$ cat config.mk
export PLATFORM = sky130hd
export DESIGN_NAME = lsu_arbiter
export DESIGN_NICKNAME = d
export VERILOG_FILES = /design/src/rtl/lsu_arb_pkg.sv /design/src/rtl/lsu_arb_align_chk.sv /design/src/rtl/lsu_arbiter.sv
export SDC_FILE = /design/constraint.sdc
export NUM_CORES = 1
export LEC_CHECK = 0
export CORE_ASPECT_RATIO = 0.6
export CORE_MARGIN = 10
export CORE_UTILIZATION = 38
export CTS_CLUSTER_SIZE = 8
export DETAILED_ROUTE_END_ITERATION = 7
export GPL_TIMING_DRIVEN = 0
export PLACE_DENSITY = 0.84
export SLEW_MARGIN = 10
export SYNTH_ARGS = -nofsm -noshare
export SYNTH_HDL_FRONTEND = slang
export SYNTH_SLANG_ARGS = --single-unit
$ cat constraint.sdc
create_clock -name i_clk -period 2.12 [get_ports i_clk]
set_input_delay 0.53 -clock i_clk [delete_from_list [all_inputs] [get_ports i_clk]]
set_output_delay 0.53 -clock i_clk [all_outputs]
set_load 0.02 [all_outputs]
$ cat src/rtl/lsu_arb_pkg.sv
// lsu_arb_pkg
// Shared types and constants for the LSU arbiter slice:
//   - arb_state_e : arbiter sequencing states
//   - master_id_e : which requester owns the access in flight
//   - F3_*        : RISC-V load/store size codes seen on funct3
package lsu_arb_pkg;

    typedef enum logic [1:0] {
        IDLE    = 2'd0,
        ISSUE   = 2'd1,
        WAIT_LD = 2'd2
    } arb_state_e;

    typedef enum logic {
        MID_M0 = 1'b0,
        MID_M1 = 1'b1
    } master_id_e;

    // Loads
    localparam logic [2:0] F3_LB  = 3'd0;
    localparam logic [2:0] F3_LH  = 3'd1;
    localparam logic [2:0] F3_LW  = 3'd2;
    localparam logic [2:0] F3_LBU = 3'd4;
    localparam logic [2:0] F3_LHU = 3'd5;
    // Stores share the low codes with the signed loads
    localparam logic [2:0] F3_SB  = 3'd0;
    localparam logic [2:0] F3_SH  = 3'd1;
    localparam logic [2:0] F3_SW  = 3'd2;

endpackage

$ cat src/rtl/lsu_arb_align_chk.sv
// lsu_arb_align_chk
// Combinational alignment checker for one access.
// Ports:
//   i_funct3     in  3  size code of the access
//   i_addr_lo    in  2  low two address bits
//   o_misaligned out 1  1 = halfword on odd byte, or word not on a 4-byte boundary
// Only instantiated by lsu_arbiter when LSU_ARB_MISALIGN_CHK_EN is defined.
module lsu_arb_align_chk
    import lsu_arb_pkg::*;
(
    input  logic [2:0] i_funct3,
    input  logic [1:0] i_addr_lo,
    output logic       o_misaligned
);

    always_comb begin
        o_misaligned = 1'b0;
        case (i_funct3)
            F3_LH, F3_LHU: o_misaligned = i_addr_lo[0];
            F3_LW:         o_misaligned = |i_addr_lo;
            default:       o_misaligned = 1'b0;
        endcase
    end

endmodule

$ cat src/rtl/lsu_arbiter.sv
// lsu_arbiter
// Two-requester arbiter/sequencer in front of the single LSU port.
// M0 = pipeline data port, M1 = boot/debug loader. One access at a time;
// LSU strobes last exactly one cycle; load data returns LD_LATENCY cycles
// after the read strobe and is flagged by a one-cycle rvalid pulse.
// Parameters:
//   LD_LATENCY  cycles from read strobe to valid i_ld_data (1..3)
//   STARVE_MAX  consecutive M1 losses before M1 is forced to win
// Ports:
//   i_clk, i_rst_n                     clock, async active-low reset
//   i_mX_req/we/addr/wdata/funct3      request from master X (held until gnt)
//   o_mX_gnt, o_mX_rvalid, o_mX_err    one-cycle pulses to master X
//   o_rdata                            last completed load data (shared)
//   o_lsu_wren/rden/addr, o_st_data,
//   o_funct3, i_ld_data                LSU port
// Optional feature: define LSU_ARB_MISALIGN_CHK_EN to reject misaligned
// halfword/word accesses with gnt+err instead of issuing them.
module lsu_arbiter
    import lsu_arb_pkg::*;
#(
    parameter int LD_LATENCY = 1,
    parameter int STARVE_MAX = 8
) (
    input  logic        i_clk,
    input  logic        i_rst_n,
    input  logic        i_m0_req,
    input  logic        i_m1_req,
    input  logic        i_m0_we,
    input  logic        i_m1_we,
    input  logic [31:0] i_m0_addr,
    input  logic [31:0] i_m1_addr,
    input  logic [31:0] i_m0_wdata,
    input  logic [31:0] i_m1_wdata,
    input  logic [2:0]  i_m0_funct3,
    input  logic [2:0]  i_m1_funct3,
    output logic        o_m0_gnt,
    output logic        o_m1_gnt,
    output logic        o_m0_rvalid,
    output logic        o_m1_rvalid,
    output logic        o_m0_err,
    output logic        o_m1_err,
    output logic [31:0] o_rdata,
    output logic        o_lsu_wren,
    output logic        o_lsu_rden,
    output logic [31:0] o_lsu_addr,
    output logic [31:0] o_st_data,
    output logic [2:0]  o_funct3,
    input  logic [31:0] i_ld_data
);

    localparam int            SW         = $clog2(STARVE_MAX + 1);
    localparam logic [SW-1:0] STARVE_LIM = SW'(STARVE_MAX);
    localparam logic [1:0]    LAT_LAST   = 2'(LD_LATENCY - 1);

    arb_state_e    state_q, state_d;
    logic [SW-1:0] starve_q, starve_d;
    logic [1:0]    lat_cnt_q, lat_cnt_d;
    master_id_e    id_q, id_d;
    logic          gnt0_q, gnt0_d, gnt1_q, gnt1_d;
    logic          err0_q, err0_d, err1_q, err1_d;
    logic          rv0_q, rv0_d, rv1_q, rv1_d;
    logic          wren_q, wren_d, rden_q, rden_d;
    logic [31:0]   lsu_addr_q, lsu_addr_d;
    logic [31:0]   st_data_q, st_data_d;
    logic [2:0]    funct3_q, funct3_d;
    logic [31:0]   rdata_q, rdata_d;

    logic          win_m1, win_we, win_mis, arb_go;
    logic [31:0]   win_addr, win_wdata;
    logic [2:0]    win_f3;

    assign win_m1    = i_m1_req & (~i_m0_req | (starve_q == STARVE_LIM));
    assign win_we    = win_m1 ? i_m1_we     : i_m0_we;
    assign win_addr  = win_m1 ? i_m1_addr   : i_m0_addr;
    assign win_wdata = win_m1 ? i_m1_wdata  : i_m0_wdata;
    assign win_f3    = win_m1 ? i_m1_funct3 : i_m0_funct3;

    // A rejected request is answered while already back in IDLE; its master
    // still shows req that cycle, so arbitration sits out one cycle.
    assign arb_go = (state_q == IDLE) & (i_m0_req | i_m1_req) & ~(err0_q | err1_q);

`ifdef LSU_ARB_MISALIGN_CHK_EN
    lsu_arb_align_chk u_align_chk (
        .i_funct3     (win_f3),
        .i_addr_lo    (win_addr[1:0]),
        .o_misaligned (win_mis)
    );
    assign o_m0_err = err0_q;
    assign o_m1_err = err1_q;
`else
    assign win_mis  = 1'b0;
    assign o_m0_err = 1'b0;
    assign o_m1_err = 1'b0;
`endif

    // All outputs are registered: values computed here appear the cycle
    // after the decision, which is what places gnt/strobes in ISSUE.
    always_comb begin
        state_d    = state_q;
        starve_d   = starve_q;
        lat_cnt_d  = lat_cnt_q;
        id_d       = id_q;
        rdata_d    = rdata_q;
        gnt0_d     = 1'b0;
        gnt1_d     = 1'b0;
        err0_d     = 1'b0;
        err1_d     = 1'b0;
        rv0_d      = 1'b0;
        rv1_d      = 1'b0;
        wren_d     = 1'b0;
        rden_d     = 1'b0;
        lsu_addr_d = '0;
        st_data_d  = '0;
        funct3_d   = '0;
        case (state_q)
            IDLE: begin
                if (arb_go) begin
                    id_d   = win_m1 ? MID_M1 : MID_M0;
                    gnt0_d = ~win_m1;
                    gnt1_d = win_m1;
                    // A rejected M1 request still counts as M1 being served.
                    if (win_m1) begin
                        starve_d = '0;
                    end else if (i_m1_req && starve_q != STARVE_LIM) begin
                        starve_d = starve_q + SW'(1);
                    end
                    if (win_mis) begin
                        err0_d = ~win_m1;
                        err1_d = win_m1;
                    end else begin
                        wren_d     = win_we;
                        rden_d     = ~win_we;
                        lsu_addr_d = win_addr;
                        st_data_d  = win_wdata;
                        funct3_d   = win_f3;
                        state_d    = ISSUE;
                    end
                end
            end
            ISSUE: begin
                lat_cnt_d = '0;
                state_d   = rden_q ? WAIT_LD : IDLE;
            end
            WAIT_LD: begin
                if (lat_cnt_q == LAT_LAST) begin
                    rdata_d = i_ld_data;
                    rv0_d   = (id_q == MID_M0);
                    rv1_d   = (id_q == MID_M1);
                    state_d = IDLE;
                end else begin
                    lat_cnt_d = lat_cnt_q + 2'd1;
                end
            end
            default: state_d = IDLE;
        endcase
    end

    always_ff @(posedge i_clk or negedge i_rst_n) begin
        if (!i_rst_n) begin
            state_q    <= IDLE;
            starve_q   <= '0;
            lat_cnt_q  <= '0;
            id_q       <= MID_M0;
            gnt0_q     <= 1'b0;
            gnt1_q     <= 1'b0;
            err0_q     <= 1'b0;
            err1_q     <= 1'b0;
            rv0_q      <= 1'b0;
            rv1_q      <= 1'b0;
            wren_q     <= 1'b0;
            rden_q     <= 1'b0;
            lsu_addr_q <= '0;
            st_data_q  <= '0;
            funct3_q   <= '0;
            rdata_q    <= '0;
        end else begin
            state_q    <= state_d;
            starve_q   <= starve_d;
            lat_cnt_q  <= lat_cnt_d;
            id_q       <= id_d;
            gnt0_q     <= gnt0_d;
            gnt1_q     <= gnt1_d;
            err0_q     <= err0_d;
            err1_q     <= err1_d;
            rv0_q      <= rv0_d;
            rv1_q      <= rv1_d;
            wren_q     <= wren_d;
            rden_q     <= rden_d;
            lsu_addr_q <= lsu_addr_d;
            st_data_q  <= st_data_d;
            funct3_q   <= funct3_d;
            rdata_q    <= rdata_d;
        end
    end

    assign o_m0_gnt    = gnt0_q;
    assign o_m1_gnt    = gnt1_q;
    assign o_m0_rvalid = rv0_q;
    assign o_m1_rvalid = rv1_q;
    assign o_rdata     = rdata_q;
    assign o_lsu_wren  = wren_q;
    assign o_lsu_rden  = rden_q;
    assign o_lsu_addr  = lsu_addr_q;
    assign o_st_data   = st_data_q;
    assign o_funct3    = funct3_q;

endmodule

==> impl_metrics.env <==
export IMPL_critPathKind="in2reg"
export IMPL_ir_drop_mv=0.570
export IMPL_cts_buffer_depth=2
export IMPL_status="finished clean"
export IMPL_skew_ns=0.0115
export IMPL_seq_area_frac_synth=0.615
export IMPL_netlist_area_um2=4640
export IMPL_dieHeight_um=106
export IMPL_slew_headroom=0.637
export IMPL_grt_usage=0.205
export IMPL_grt_max_degree=59
export IMPL_vias_per_cell=4.92
export IMPL_cap_violations=0
export IMPL_dpl_hpwl_um=14400
export IMPL_cts_buffers=17
export IMPL_final_cell_count_no_fill=914
export IMPL_dpl_cell_count=882
export IMPL_antenna_cells=0
export IMPL_antenna_left=0
export IMPL_antenna_found_initial=0
export IMPL_synth_cell_types=33
export IMPL_crit_path_max_fanout=10
export IMPL_clock_latency_ns=0.40
export IMPL_cts_htree_levels=4
export IMPL_power_density_nw_per_um2=1270
export IMPL_yosys_warnings=0
export IMPL_globalplace_congestion=0.904
export IMPL_grt_overflow=0
export IMPL_die_x_um=163
export IMPL_cts_root_buf="clkbuf_16"
export IMPL_initialDrtViolationCount=237
export IMPL_first_pass_iters=4
export IMPL_ys_seq_elements=114
export IMPL_wire_per_inst_um=19.7
export IMPL_worstMarginPinSlew_ns=0.544
export IMPL_worstSetupEndpointType="flop"
export IMPL_design_area_um2=8290
export IMPL_startpoint_type="input pin"
export IMPL_cp_required_ns=2.38
export IMPL_slowest_stage="clkdlybuf4s50_1"
export IMPL_clk_pin_slew_ns=0.06
export IMPL_area_delta_synth_final_pct=78.8
export IMPL_finalSetupViolCount=0
export IMPL_num_vias=4497
export IMPL_place_area_um2=7640
export IMPL_dp_slack_ns=-0.499
export IMPL_hp_class="in2async"
export IMPL_grt_pass1_wl_um=27600
export IMPL_grt_pass1_vias=4872
export IMPL_grt_setup_unrepaired="false"
export IMPL_critPathMaxStageDelay_ns=0.61
export IMPL_drcViolationCount=0
export IMPL_final_max_slew_violation_count=0
export IMPL_hold_viol=0
export IMPL_p_leak_nw=3.61
export IMPL_drt_wl_total_um=18000
export IMPL_start_util=0.387
export IMPL_setup_tns_ns=0
export IMPL_fmax_mhz=507
export IMPL_core_um2=12000
export IMPL_port_buffers=276
export IMPL_nets=911
export IMPL_io_pins=279
export IMPL_cts_sinks=114
export IMPL_cp_data_arrival_time_ns=2.23
export IMPL_final_min_clock_period_ns=1.97
export IMPL_setup_slack_ns=0.148
export IMPL_num_rows=31
export IMPL_cts_tree="yes"
export IMPL_period_share=0.930
export IMPL_drive_above_1_share=0.117
export IMPL_cts_setup_buffers=0
export IMPL_die_area_um2=17200
export IMPL_cts_hold_buf=0
export IMPL_syn_area_per_cell_um2=10.6
export IMPL_syn_inst=439
export IMPL_path_cells="clkdlybuf4s50_1 -> inv_1 -> o21ai_4 -> clkbuf_4 -> buf_2 -> o22ai_1"
Yosys cell counts (all sizes together):
cell type / n / area share
o21ai: 5 / 0.0054
nand3b: 3 / 0.0049
or3b: 1 / 0.0019
o22ai: 68 / 0.092
nand2: 139 / 0.11
and3b: 1 / 0.0019
inv: 8 / 0.0065
or2: 1 / 0.0014
mux2: 32 / 0.078
nor2: 5 / 0.0040
or4: 1 / 0.0016
or3: 1 / 0.0014
a21o: 2 / 0.0032
a21oi: 2 / 0.0022
nor3: 1 / 0.0011
nand4: 1 / 0.0014
nor2b: 2 / 0.0027
ha: 3 / 0.0081
dfrtp: 114 / 0.62
buf: 20 / 0.023
nor4: 1 / 0.0014
o32ai: 1 / 0.0019
a22o: 3 / 0.0057
conb: 1 / 0.00081
nand3: 3 / 0.0032
a2bb2oi: 1 / 0.0019
o41ai: 1 / 0.0019
clkbuf: 17 / 0.014
nand2b: 1 / 0.0014
critical path, delay by kind of cell:
kind | cells | cell delay, ns
AOI/OAI and AO/OA | 2 | 0.39
buffers and inverters | 4 | 1.29
per-stage QoR:
| step | util | power [mW] | hold WS, ns |
|---|---|---|---|
| 6_report | 0.692 | 10.6 | 0.0811 |
| 5_1_grt | 0.692 | 11.1 | 0.117 |
| 4_1_cts | 0.690 | 10.6 | 0.0986 |
| 3_5_place_dp | 0.637 | 7.60 | 0.411 |
| 3_3_place_gp | 0.635 | 7.45 | 0.413 |
| 2_1_floorplan | - | 5.32 | 0.234 |
repair_timing:
item / 4_1_cts / 5_1_grt
pin swaps: 0 / 0
endpoints found under the hold margin: 0 / 0
endpoints found under the setup margin: 70 / 56
gates resized for setup: 2 / 7
cell families after synthesis:
logic type / share of synthesized area
simple gates: 0.141
flops: 0.615
compound gates: 0.114
buf+inv: 0.0437
mux: 0.0777
fa+ha+maj: 0.00810
other cells: 0.000809
final timing paths:
kind | slack [ns] | end | depth (start not counted) | startpoint
max in group asynchronous | 1.36 | o_lsu_addr[28]$_DFF_PN0_ | 2 | i_rst_n
setup / recovery | 0.15 | o_st_data[26]$_DFF_PN0_ | 6 | i_m0_req
setup reg to reg | 0.22 | o_funct3[0]$_DFF_PN0_ | 6 | starve_q[0]$_DFFE_PN0P_
min in group i_clk | 0.41 | o_m0_rvalid$_DFF_PN0_ | 1 | id_q$_DFFE_PN0P_
hold reg to reg | 0.41 | o_m0_rvalid$_DFF_PN0_ | 1 | id_q$_DFFE_PN0P_
hold / removal | 0.08 | o_rdata[22]$_DFFE_PN0P_ | 1 | i_rst_n
metal layers:
metal | track usage | part of all wire | up-vias
met3 | 0.104 | 0.11 | 22
li1 | - | - | 2102
met1 | 0.229 | 0.39 | 2142
met5 | 0 | 0 | -
met2 | 0.340 | 0.48 | 231
met4 | 0.0609 | 0.017 | 0
flip-flops by register name, indices dropped and copies added (netlist names):
register,count
id_q,1
o_lsu_addr,32
o_rdata,32
o_m1_gnt,1
state_q,2
lat_cnt_q,2
o_st_data,32
o_lsu_rden,1
starve_q,4
o_lsu_wren,1
o_funct3,3
o_m0_gnt,1
o_m1_rvalid,1
o_m0_rvalid,1
report_power, final:
part	switching (mW)	internal (mW)
Combinational	2.32	2.06
Clock	1.02	2.00
Sequential	0.298	2.87
Total	3.63	6.93
placed cells by master (no fill, tap or decap), types with 2 or more instances in the layout:
cell type / count
buf_1: 2
clkbuf_1: 16
ha_1: 3
conb_1: 2
a21oi_1: 2
clkinv_2: 3
nand3_1: 3
a21o_1: 2
nand2_1: 139
clkbuf_2: 2
buf_6: 2
nor2b_1: 2
dfrtp_1: 114
clkinv_4: 2
inv_1: 8
o21ai_4: 2
nor2_1: 5
clkbuf_16: 17
o21ai_0: 3
o22ai_1: 68
clkinvlp_4: 3
mux2_2: 32
buf_2: 14
bufinv_16: 4
clkdlybuf4s50_1: 275
a22o_1: 3
nand3b_1: 3
buf_4: 2
area by class of cell:
| type | instances | area, um2 |
|---|---|---|
| Sequential cell | 114 | 2850 |
| Clock inverter | 13 | 184 |
| Clock buffer | 19 | 443 |
| Tap cell | 165 | 206 |
| Buffer | 37 | 178 |
| Fill cell | 853 | 3690 |
| Multi-Input combinational cell | 281 | 1610 |
| Inverter | 8 | 30.0 |
| Timing Repair Buffer | 277 | 2790 |
No activity file was read; power rests on OpenSTA's default activity.
